`config.mk`:
```
export PLATFORM = sky130hd
export DESIGN_NAME = rr_arb_mux
export DESIGN_NICKNAME = d
export VERILOG_FILES = /design/src/rtl/rr_arb_mux_pkg.sv /design/src/rtl/rr_arb_mux_mux.sv /design/src/rtl/rr_arb_mux.sv
export SDC_FILE = /design/constraint.sdc
export NUM_CORES = 1
export LEC_CHECK = 0
export CORE_ASPECT_RATIO = 1.75
export CORE_MARGIN = 5
export CORE_UTILIZATION = 45
export CTS_CLUSTER_SIZE = 28
export DETAILED_ROUTE_END_ITERATION = 16
export HOLD_SLACK_MARGIN = 0.05
export PLACE_DENSITY = 0.87
export RECOVER_POWER = 100
export SYNTH_ARGS = -nofsm -noshare
export SYNTH_HDL_FRONTEND = slang
export SYNTH_SLANG_ARGS = --single-unit
```
`constraint.sdc`:
```
create_clock -name I_CLK -period 7.8 [get_ports I_CLK]
set_input_delay 0.78 -clock I_CLK [delete_from_list [all_inputs] [get_ports I_CLK]]
set_output_delay 0.78 -clock I_CLK [all_outputs]
set_load 0.02 [all_outputs]
```
`src/rtl/rr_arb_mux_pkg.sv`:
```
// Shared types, mode constants and the grant search function for rr_arb_mux.
package rr_arb_mux_pkg;

    typedef enum logic {
        ARB_IDLE,
        ARB_LOCKED
    } arb_state_e;

    localparam int unsigned ARB_MODE_RR    = 0;
    localparam int unsigned ARB_MODE_FIXED = 1;

    // Upper bound on channel count accepted by next_grant.
    localparam int unsigned ARB_MAX_CH = 32;
    localparam int unsigned ARB_IDX_W  = 5;

    typedef struct packed {
        logic                 found;
        logic [ARB_IDX_W-1:0] idx;
    } grant_t;

    // Searches upward from the pointer with wrap at n (round-robin), or from 0 (fixed).
    function automatic grant_t next_grant(
        input logic [ARB_MAX_CH-1:0] valid,
        input logic [ARB_IDX_W-1:0]  pointer,
        input int unsigned           mode,
        input int unsigned           n
    );
        grant_t      g;
        int unsigned start;
        int unsigned c;
        g     = '0;
        start = (mode == ARB_MODE_FIXED) ? 0 : 32'(pointer);
        for (int unsigned i = 0; i < n; i++) begin
            c = start + i;
            if (c >= n) c = c - n;
            if (!g.found && valid[c[ARB_IDX_W-1:0]]) begin
                g.found = 1'b1;
                g.idx   = c[ARB_IDX_W-1:0];
            end
        end
        return g;
    endfunction

endpackage

```
`src/rtl/rr_arb_mux_mux.sv`:
```
// Combinational P_WIDTH-to-1 channel multiplexer used by the rr_arb_mux data path.
module mux #(
    parameter int unsigned P_WIDTH = 4,
    parameter int unsigned P_DEPTH = 16
) (
    input  logic [P_WIDTH-1:0][P_DEPTH-1:0] I_INPUT,
    input  logic [$clog2(P_WIDTH)-1:0]      I_SELECT,
    output logic [P_DEPTH-1:0]              O_OUTPUT
);

    assign O_OUTPUT = I_INPUT[I_SELECT];

endmodule

```
`src/rtl/rr_arb_mux.sv`:
```
// Registered P_WIDTH-to-1 mux with round-robin / fixed-priority arbitration
// and burst locking on valid/ready channels.
module rr_arb_mux
    import rr_arb_mux_pkg::*;
#(
    parameter int unsigned P_WIDTH = 4,
    parameter int unsigned P_DEPTH = 16,
    parameter int unsigned P_MODE  = 0
) (
    input  logic                            I_CLK,
    input  logic                            I_NRESET,
    input  logic [P_WIDTH-1:0]              I_VALID,
    input  logic [P_WIDTH-1:0][P_DEPTH-1:0] I_INPUT,
    input  logic [P_WIDTH-1:0]              I_LAST,
    output logic [P_WIDTH-1:0]              O_READY,
    output logic [P_DEPTH-1:0]              O_OUTPUT,
    output logic                            O_VALID,
    output logic                            O_LAST,
    output logic [$clog2(P_WIDTH)-1:0]      O_SELECT,
    input  logic                            I_READY
);

    localparam int unsigned SW = $clog2(P_WIDTH);

    arb_state_e         state_q;
    logic [SW-1:0]      lock_q;
    logic [SW-1:0]      ptr_q;
    logic [SW-1:0]      ptr_d;
    logic [P_DEPTH-1:0] out_q;
    logic               valid_q;
    logic               last_q;
    logic [SW-1:0]      sel_q;

    grant_t             gnt;
    logic [SW-1:0]      sel;
    logic [P_WIDTH-1:0] ready;
    logic               can_load;
    logic               xfer;
    logic [P_DEPTH-1:0] mux_out;

    assign can_load = !valid_q || I_READY;
    assign gnt      = next_grant(ARB_MAX_CH'(I_VALID), ARB_IDX_W'(ptr_q), P_MODE, P_WIDTH);
    assign sel      = (state_q == ARB_LOCKED) ? lock_q : SW'(gnt.idx);
    assign xfer     = |(I_VALID & ready);
    // Explicit wrap so non-power-of-2 widths never reach an unused index.
    assign ptr_d    = (sel == SW'(P_WIDTH - 1)) ? '0 : sel + 1'b1;

    always_comb begin
        ready = '0;
        if (I_NRESET && can_load) begin
            if (state_q == ARB_LOCKED) begin
                ready[lock_q] = 1'b1;
            end else if (gnt.found) begin
                ready[sel] = 1'b1;
            end
        end
    end

    mux #(
        .P_WIDTH(P_WIDTH),
        .P_DEPTH(P_DEPTH)
    ) u_mux (
        .I_INPUT (I_INPUT),
        .I_SELECT(sel),
        .O_OUTPUT(mux_out)
    );

    always_ff @(posedge I_CLK or negedge I_NRESET) begin
        if (!I_NRESET) begin
            state_q <= ARB_IDLE;
            lock_q  <= '0;
            ptr_q   <= '0;
            out_q   <= '0;
            valid_q <= 1'b0;
            last_q  <= 1'b0;
            sel_q   <= '0;
        end else begin
            if (xfer) begin
                out_q   <= mux_out;
                last_q  <= I_LAST[sel];
                sel_q   <= sel;
                valid_q <= 1'b1;
                case (state_q)
                    ARB_IDLE: begin
                        if (!I_LAST[sel]) begin
                            state_q <= ARB_LOCKED;
                            lock_q  <= sel;
                        end else if (P_MODE == ARB_MODE_RR) begin
                            ptr_q <= ptr_d;
                        end
                    end
                    ARB_LOCKED: begin
                        if (I_LAST[sel]) begin
                            state_q <= ARB_IDLE;
                            if (P_MODE == ARB_MODE_RR) ptr_q <= ptr_d;
                        end
                    end
                    default: state_q <= ARB_IDLE;
                endcase
            end else if (I_READY) begin
                valid_q <= 1'b0;
            end
        end
    end

    assign O_READY  = ready;
    assign O_OUTPUT = out_q;
    assign O_VALID  = valid_q;
    assign O_LAST   = last_q;
    assign O_SELECT = sel_q;

endmodule

```
Word level (Yosys, flattened, before mapping)
Cells that the tools add are included.
{"block": "word_totals", "out_inout_bits": 24, "input_bits": 75, "ff_bits": 25, "word_cells": 79}
{"block": "classes", "eq_ne": 1, "n_bitwise": 3, "n_reduce_logical": 15, "n_addsub": 8, "n_lt_le_gt_ge": 12, "muxes": 33}
{"op": "binary-select mux 16 bit (select 2 bit)", "n": 1}
{"op": "less-than comparator 5 x 6 -> 1 bit, second input constant", "n": 4}
{"op": "2-to-1 mux 6 bit", "n": 4}
{"op": "binary-select mux 1 bit (select 5 bit)", "n": 4}
{"op": "2-to-1 mux 5 bit", "n": 4}
{"op": "2-to-1 mux 16 bit", "n": 1}
{"op": "2-to-1 mux 4 bit", "n": 3}
{"op": "subtractor 3 x 3 -> 4 bit, second input constant", "n": 3}
{"op": "2-to-1 mux 1 bit", "n": 10}
{"op": "greater-or-equal comparator 3 bit, second input constant", "n": 3}
{"op": "adder 2 x 2 -> 3 bit, second input constant", "n": 2}
{"op": "logical AND 1 bit", "n": 6}
{"op": "less-than comparator 2 x 3 -> 1 bit, second input constant", "n": 2}
{"op": "2-to-1 mux 2 bit", "n": 3}
{"op": "AND 4 bit", "n": 1}
{"op": "demux 1 bit (select 2 bit)", "n": 2}
{"op": "greater-or-equal comparator 2 x 1 -> 1 bit, second input constant", "n": 2}
{"op": "zero test 1 bit", "n": 4}
{"op": "OR reduction 4 bit", "n": 1}
{"op": "subtractor 2 x 3 -> 4 bit, second input constant", "n": 1}
{"op": "adder 2 x 1 -> 3 bit, second input constant", "n": 1}
{"op": "greater-or-equal comparator 2 x 3 -> 1 bit, second input constant", "n": 1}
{"op": "AND reduction 3 bit", "n": 1}
{"op": "adder 2 x 1 -> 2 bit, second input constant", "n": 1}
{"op": "6 further kinds", "n": 7}

Longest topological paths before layout
{"block": "logic_depth", "word_depth": 25, "ltp_mapped": 20, "ltp_nobuf": 13}

Hierarchy
From an unflattened synthesis, not the netlist that was laid out.
{"block": "unflattened", "cells_unflattened": 157, "hier_area_um2": 2109.5}
{"mod": "rr_arb_mux", "cells_per_inst": 137, "area_each_um2": 1685.4, "seq_area_each_um2": 625.6, "instances": 1}
{"mod": "mux", "cells_per_inst": 20, "area_each_um2": 424.2, "seq_area_each_um2": 0.0, "instances": 1}

Worst setup path after synthesis
OpenSTA, ideal clock, no wires.
{"block": "synth_path", "path_type": "reg2reg", "start": "register ptr_q[0]", "end": "register ptr_q[1]", "stages_incl_launch_ff": 20, "slack_ps": 3067, "required_time_ps": 7675, "path_buffers": 6, "setup_ps": 125, "period_less_slack_ps": 4733, "t_arrival_ps": 4607, "cell_sequence": "dfrtp_1 buf_6 buf_2 inv_1 ha_1 a21bo_2 a2bb2oi_1 o2111ai_1 o2111a_1 buf_6 buf_2 buf_2 ha_1 inv_1 o41ai_1 a32o_1 nor3b_2 buf_4 nor2_2 mux2_4"}
{"block": "synth_between", "elab_chain_len": 25, "word_cells_on_any_way": 51, "classes_between": "8 x add/sub; 6 x order compare; 1 x eq/ne; 26 x mux; 1 x bitwise; 9 x reduce/logical"}
{"element": "start, declared", "line_no": "rr_arb_mux.sv:27", "rtl": "logic [SW-1:0] ptr_q;"}
{"element": "start signal, assigned", "line_no": "rr_arb_mux.sv:89", "rtl": "ptr_q <= ptr_d;"}
{"element": "start signal, assigned", "line_no": "rr_arb_mux.sv:95", "rtl": "if (P_MODE == ARB_MODE_RR) ptr_q <= ptr_d;"}
{"element": "branches (longest 13 deep; another with subtractor 3 x 3 -> 4 bit)"}
{"element": "2-to-1 mux 6 bit *", "line_no": "rr_arb_mux_pkg.sv:36", "rtl": "if (!g.found && valid[c[ARB_IDX_W-1:0]]) begin"}
{"element": "2-to-1 mux 2 bit", "line_no": "rr_arb_mux.sv:43", "rtl": "assign sel = (state_q == ARB_LOCKED) ? lock_q : SW'(gnt.idx);"}
{"element": "less-than comparator 2 x 3 -> 1 bit (not written as such) or greater-or-equal comparator 2 x 1 -> 1 bit (tied branches)", "line_no": "rr_arb_mux.sv:54", "rtl": "ready[sel] = 1'b1;"}
{"element": "logical AND 1 bit (not written as such)", "line_no": "rr_arb_mux.sv:54"}
{"element": "2-to-1 mux 1 bit (not written as such)", "line_no": "rr_arb_mux.sv:54"}
{"element": "demux 1 bit (select 2 bit)", "line_no": "rr_arb_mux.sv:54"}
{"element": "2-to-1 mux 4 bit *", "line_no": "rr_arb_mux.sv:53", "rtl": "end else if (gnt.found) begin"}
{"element": "2-to-1 mux 4 bit *", "line_no": "rr_arb_mux.sv:51", "rtl": "if (state_q == ARB_LOCKED) begin"}
{"element": "2-to-1 mux 4 bit *", "line_no": "rr_arb_mux.sv:50", "rtl": "if (I_NRESET && can_load) begin"}
{"element": "named net O_READY[3]", "line_no": "rr_arb_mux.sv:15", "rtl": "output logic [P_WIDTH-1:0] O_READY,"}
{"element": "AND 4 bit *", "line_no": "rr_arb_mux.sv:44", "rtl": "assign xfer = |(I_VALID & ready);"}
{"element": "OR reduction 4 bit *", "line_no": "rr_arb_mux.sv:44"}
{"element": "AND reduction 2 bit (no source line) *"}
Mark *: on every way through the listed nets, which the timed path passes. The select of a mux whose other input is x is not followed.
A chain may end at the register's enable or synchronous reset.

Worst setup path after layout
{"block": "layout_path", "start": "register ptr_q[0]", "end": "register lock_q[1]"}
{"block": "layout_between", "elab_chain_len": 25, "word_cells_on_any_way": 48, "classes_between": "7 x add/sub; 6 x order compare; 24 x mux; 2 x bitwise; 9 x reduce/logical"}
{"element": "branches (longest 13 deep; another with subtractor 3 x 3 -> 4 bit)"}
{"element": "2-to-1 mux 6 bit *", "line_no": "rr_arb_mux_pkg.sv:36"}
{"element": "2-to-1 mux 2 bit", "line_no": "rr_arb_mux.sv:43"}
{"element": "less-than comparator 2 x 3 -> 1 bit (not written as such) or greater-or-equal comparator 2 x 1 -> 1 bit (tied branches)", "line_no": "rr_arb_mux.sv:54"}
{"element": "logical AND 1 bit (not written as such)", "line_no": "rr_arb_mux.sv:54"}
{"element": "2-to-1 mux 1 bit (not written as such)", "line_no": "rr_arb_mux.sv:54"}
{"element": "demux 1 bit (select 2 bit)", "line_no": "rr_arb_mux.sv:54"}
{"element": "2-to-1 mux 4 bit", "line_no": "rr_arb_mux.sv:53"}
{"element": "2-to-1 mux 4 bit", "line_no": "rr_arb_mux.sv:51"}
{"element": "2-to-1 mux 4 bit", "line_no": "rr_arb_mux.sv:50"}
{"element": "AND 4 bit", "line_no": "rr_arb_mux.sv:44"}
{"element": "OR reduction 4 bit", "line_no": "rr_arb_mux.sv:44"}
{"element": "AND reduction 3 bit (no source line)"}
{"element": "end signal, assigned", "line_no": "rr_arb_mux.sv:87", "rtl": "lock_q <= sel;"}
{"element": "end, declared", "line_no": "rr_arb_mux.sv:26", "rtl": "logic [SW-1:0] lock_q;"}
Mark *: on every way between the ends. The select of a mux whose other input is x is not followed.

==> metrics.md <==
| Metric | Value |
|---|---|
| Failing checks | `capacitance limit, slew limit` |
| Commonest register cell after synthesis | `dfrtp_1` |
| Power density of the placed cells | `434 nW/um^2` |
| Hold buffer count at cts | `0` |
| Final Hold Fails | `0` |
| Worst Setup Start Kind | `flip-flop` |
| NetSw | `645 uW` |
| Sequential Area | `626 um^2` |
| Seq/Total Area, Yosys | `0.294` |
| Root buffer cell | `clkbuf_8` |
| Worst IR drop on VDD | `374 uV` |
| Pin count of the biggest net entering global routing | `39` |
| Number of warning messages in the yosys log | `0` |
| Ports | `99` |
| Transition time of the tightest slew-check pin | `1.71 ns` |
| First-pass GRT wire length | `9800 um` |
| Capture instance of the worst register-to-register path | `lock_q[1]` |
| CP arrival | `6.27 ns` |
| Sum of negative setup slack | `0 ns` |
| Classification of the worst setup path | `reg2reg` |
| Vias post-DR | `2025` |
| Area inside the core boundary | `4620 um^2` |
| Area added between synthesis and finish | `47.5%` |
| Clock-pin slew on the worst setup and hold paths | `0.09 ns` |
| Worst rel slew slack | `-0.139` |
| Start point of the critical path | `ptr_q[0]` |
| Top routing layer used | `met4` |
| Count of flip-flops with a built-in enable after synthesis | `0` |
| Worst Setup End Kind | `flip-flop` |
| Reg-to-reg critical path startpoint | `ptr_q[0]` |
| Vias in the first global route | `2131` |
| Post-Syn Area per Cell | `9.68 um^2` |
| Number of antenna violations at the first check in global routing | `0` |
| N_diodes | `0` |
| Total setup violations reported at the end of the flow | `0` |
| RSZ-0062 raised after global routing | `no` |
| Max stage delay cell, worst path | `o2111a_1` |
| Aggregate global routing overflow | `0` |
| DPL Wire Length | `5060 um` |
| Area of the multi-input gates | `1380 um^2` |
| Met3 wire length | `360 um` |
| Logic pwr share | `0.753` |
| Cell area after synthesis | `2130 um^2` |
| Fillers | `389` |
| TritonCTS buffer count | `3` |
| Post-Route M1 WL | `2130 um` |
| Final RePlAce weighted congestion | `0.979` |
| All-layer global routing usage | `0.207` |
| Total power after layout | `1.36 mW` |
| Slew Limit Fails | `36` |
| Worst-skew pair later-pin latency | `0.26 ns` |
| End of the critical path | `lock_q[1]` |
| CP Max Fanout | `38` |
| Fin nets | `391` |
| Number of buffers on the longest clock path | `2` |
| Setup bufs post-CTS | `0` |
| Period Utilization, post-route | `0.785` |
| Port Buffer Count | `98` |
| Depth of the worst register-to-register path | `14` |
| Share of layout cells above drive strength 1 | `0.116` |
| DRC violation total after the first TritonRoute iteration | `123` |
| Cell count after synthesis | `220` |
| Die H | `101 um` |
| Cell breakdown of the critical path | `inv_1 > ha_1 > a21bo_2 > a2bb2oi_1 > o2111ai_1 > o2111a_1 > ha_1 > inv_1 > o41ai_1 > a32o_1 > nor3b_4 > clkbuf_1 > nor3_1 > mux2_1` |
| Number of maximum-capacitance violations | `1` |
| Worst setup slack for register-to-register paths | `1.68 ns` |
| Switching part of the total | `0.473` |
| Die outline width | `62 um` |
| Clock power frac | `0.055` |
| Number of levels the H-tree was split into | `1` |
| Max Freq | `163 MHz` |
| Detailed route wirelength on metal2 | `3600 um` |
| Full die area | `6260 um^2` |
| Delay of the slowest critical-path stage | `1.37 ns` |
| Placement Rows | `33` |
| Cell Int Power | `720 uW` |
| Worst hold margin | `0.474 ns` |
| Routed WL | `6260 um` |
| Clock Sink Count | `25` |
| Number of distinct library cells after synthesis | `51` |
| Via count normalized by instance count | `5.59` |
| Clock tree from TritonCTS | `built` |
| Setup skew after layout | `0.00765 ns` |
| Drt first pass iters | `4` |
| Remaining design rule violation count | `0` |
| Antenna-violating nets left | `0` |
| Reported leakage power | `1.41 nW` |
| Post-CTS Resized | `0` |
| Routed length per instance | `17.3 um` |
| Path class of the lowest-slack min-delay path | `reg2reg` |
| Post-layout min period | `6.12 ns` |
| Data required time at the worst endpoint | `7.95 ns` |
| Total of flip-flops plus latches after synthesis | `25` |
| Effective utilization at floorplan | `0.460` |
| Sequential power share | `0.191` |
| Mapped Nets | `300` |
| Result of the run | `finished, violations left` |
| FFs w/ async S/R, synth | `1.00` |
==> critical path, delay by kind of cell, from the launching register on <==
kind | cells | cell delay (ns)
flops | 1 | 0.72
mux | 1 | 0.37
fa+ha+maj | 2 | 0.80
simple gates | 2 | 0.59
compound gates | 6 | 2.68
buf+inv | 3 | 0.84
==> Yosys cell counts, types with 2 or more instances <==
| library cell | n | area share |
|---|---|---|
| mux2_4 | 3 | 0.021 |
| clkbuf_1 | 4 | 0.0070 |
| a211oi_1 | 17 | 0.060 |
| inv_1 | 7 | 0.012 |
| o21ai_0 | 2 | 0.0047 |
| mux4_2 | 2 | 0.021 |
| ha_1 | 5 | 0.029 |
| mux2_1 | 3 | 0.016 |
| mux2i_1 | 20 | 0.094 |
| nor2b_1 | 2 | 0.0059 |
| o31a_1 | 2 | 0.0082 |
| nor2_1 | 25 | 0.044 |
| or3_1 | 2 | 0.0059 |
| buf_2 | 6 | 0.014 |
| dfrtp_1 | 25 | 0.29 |
| a21oi_1 | 4 | 0.0094 |
| a21o_1 | 17 | 0.060 |
| buf_6 | 2 | 0.011 |
| mux2_2 | 20 | 0.11 |
| buf_4 | 3 | 0.011 |
| nor3_1 | 3 | 0.0070 |
| o2111ai_1 | 2 | 0.0082 |
| nand2_1 | 12 | 0.021 |
| o22ai_1 | 2 | 0.0059 |
| nand2b_1 | 4 | 0.012 |
==> cell usage in the layout, fill, tap and decap left out, drive strengths merged, types with 4 or more instances in the layout <==
cell / n
a211oi: 17
clkdlybuf4s50: 73
nor3: 4
nor2: 26
dfrtp: 25
mux2: 26
ha: 5
inv: 7
mux2i: 20
nand2b: 4
clkbuf: 5
nand2: 12
a21oi: 4
dlygate4sd3: 25
a21o: 17
==> worst min-delay path by stage <==
| stage | depth (start not counted) | from | to |
|---|---|---|---|
| floorplan | 0 | I_NRESET | O_LAST |
| global placement | 1 | O_OUTPUT[2] | O_OUTPUT[2] |
| detailed placement | 1 | O_OUTPUT[9] | O_OUTPUT[9] |
| CTS | 1 | O_OUTPUT[14] | O_OUTPUT[14] |
| global route | 1 | O_OUTPUT[12] | O_OUTPUT[12] |
| finish | 1 | O_OUTPUT[9] | O_OUTPUT[9] |
==> metrics by stage <==
stage | cells | util | cell area [um^2] | setup slack (ns)
floorplan | 220 | - | 2130 | 3.07
global placement | 358 | 0.674 | 3120 | 2.60
detailed placement | 358 | 0.674 | 3120 | 2.54
CTS | 362 | 0.684 | 3160 | 2.42
global route | 362 | 0.679 | 3140 | 1.08
finish | 362 | 0.679 | 3140 | 1.68
==> sequential cells by signal, summed over array words and instances, names as in the netlist <==
signal    cells
state_q       1
O_OUTPUT     16
O_LAST        1
O_VALID       1
O_SELECT      2
ptr_q         2
lock_q        2
==> cells by family (layout without fill, tap and decap cells) <==
logic type	after synthesis	count (layout)	share of synthesized area
AOI/OAI and AO/OA	63	63	0.235
DFF	25	25	0.294
adders and majority gates	5	5	0.0294
buffers and inverters	22	112	0.0546
and+or+nand+nor	57	57	0.129
muxes	48	48	0.258
==> layer usage <==
layer  up-vias  global-route usage
li1       1000                   -
met1       943               0.208
met2        69               0.398
met3        13              0.0321
met4         0              0.0719
met5         -                   0
==> power by group through the flow <==
stage,Sequential (mW),Clock (mW),Combinational [mW]
2_1_floorplan,0.298,0,0.748
3_3_place_gp,0.264,0,1.04
3_5_place_dp,0.268,0,1.06
4_1_cts,0.265,0.0773,1.06
5_1_grt,0.272,0.0850,1.12
6_report,0.261,0.0756,1.03
==> layout make-up <==
type | instances | share of cell area
Multi-Input combinational cell | 173 | 0.440
Timing Repair Buffer | 101 | 0.317
Sequential cell | 25 | 0.199
Tap cell | 52 | 0.0207
Clock buffer | 3 | 0.0131
Inverter | 7 | 0.00836
Clock inverter | 1 | 0.00159
Note: power is estimated with default switching activity, not from simulation.
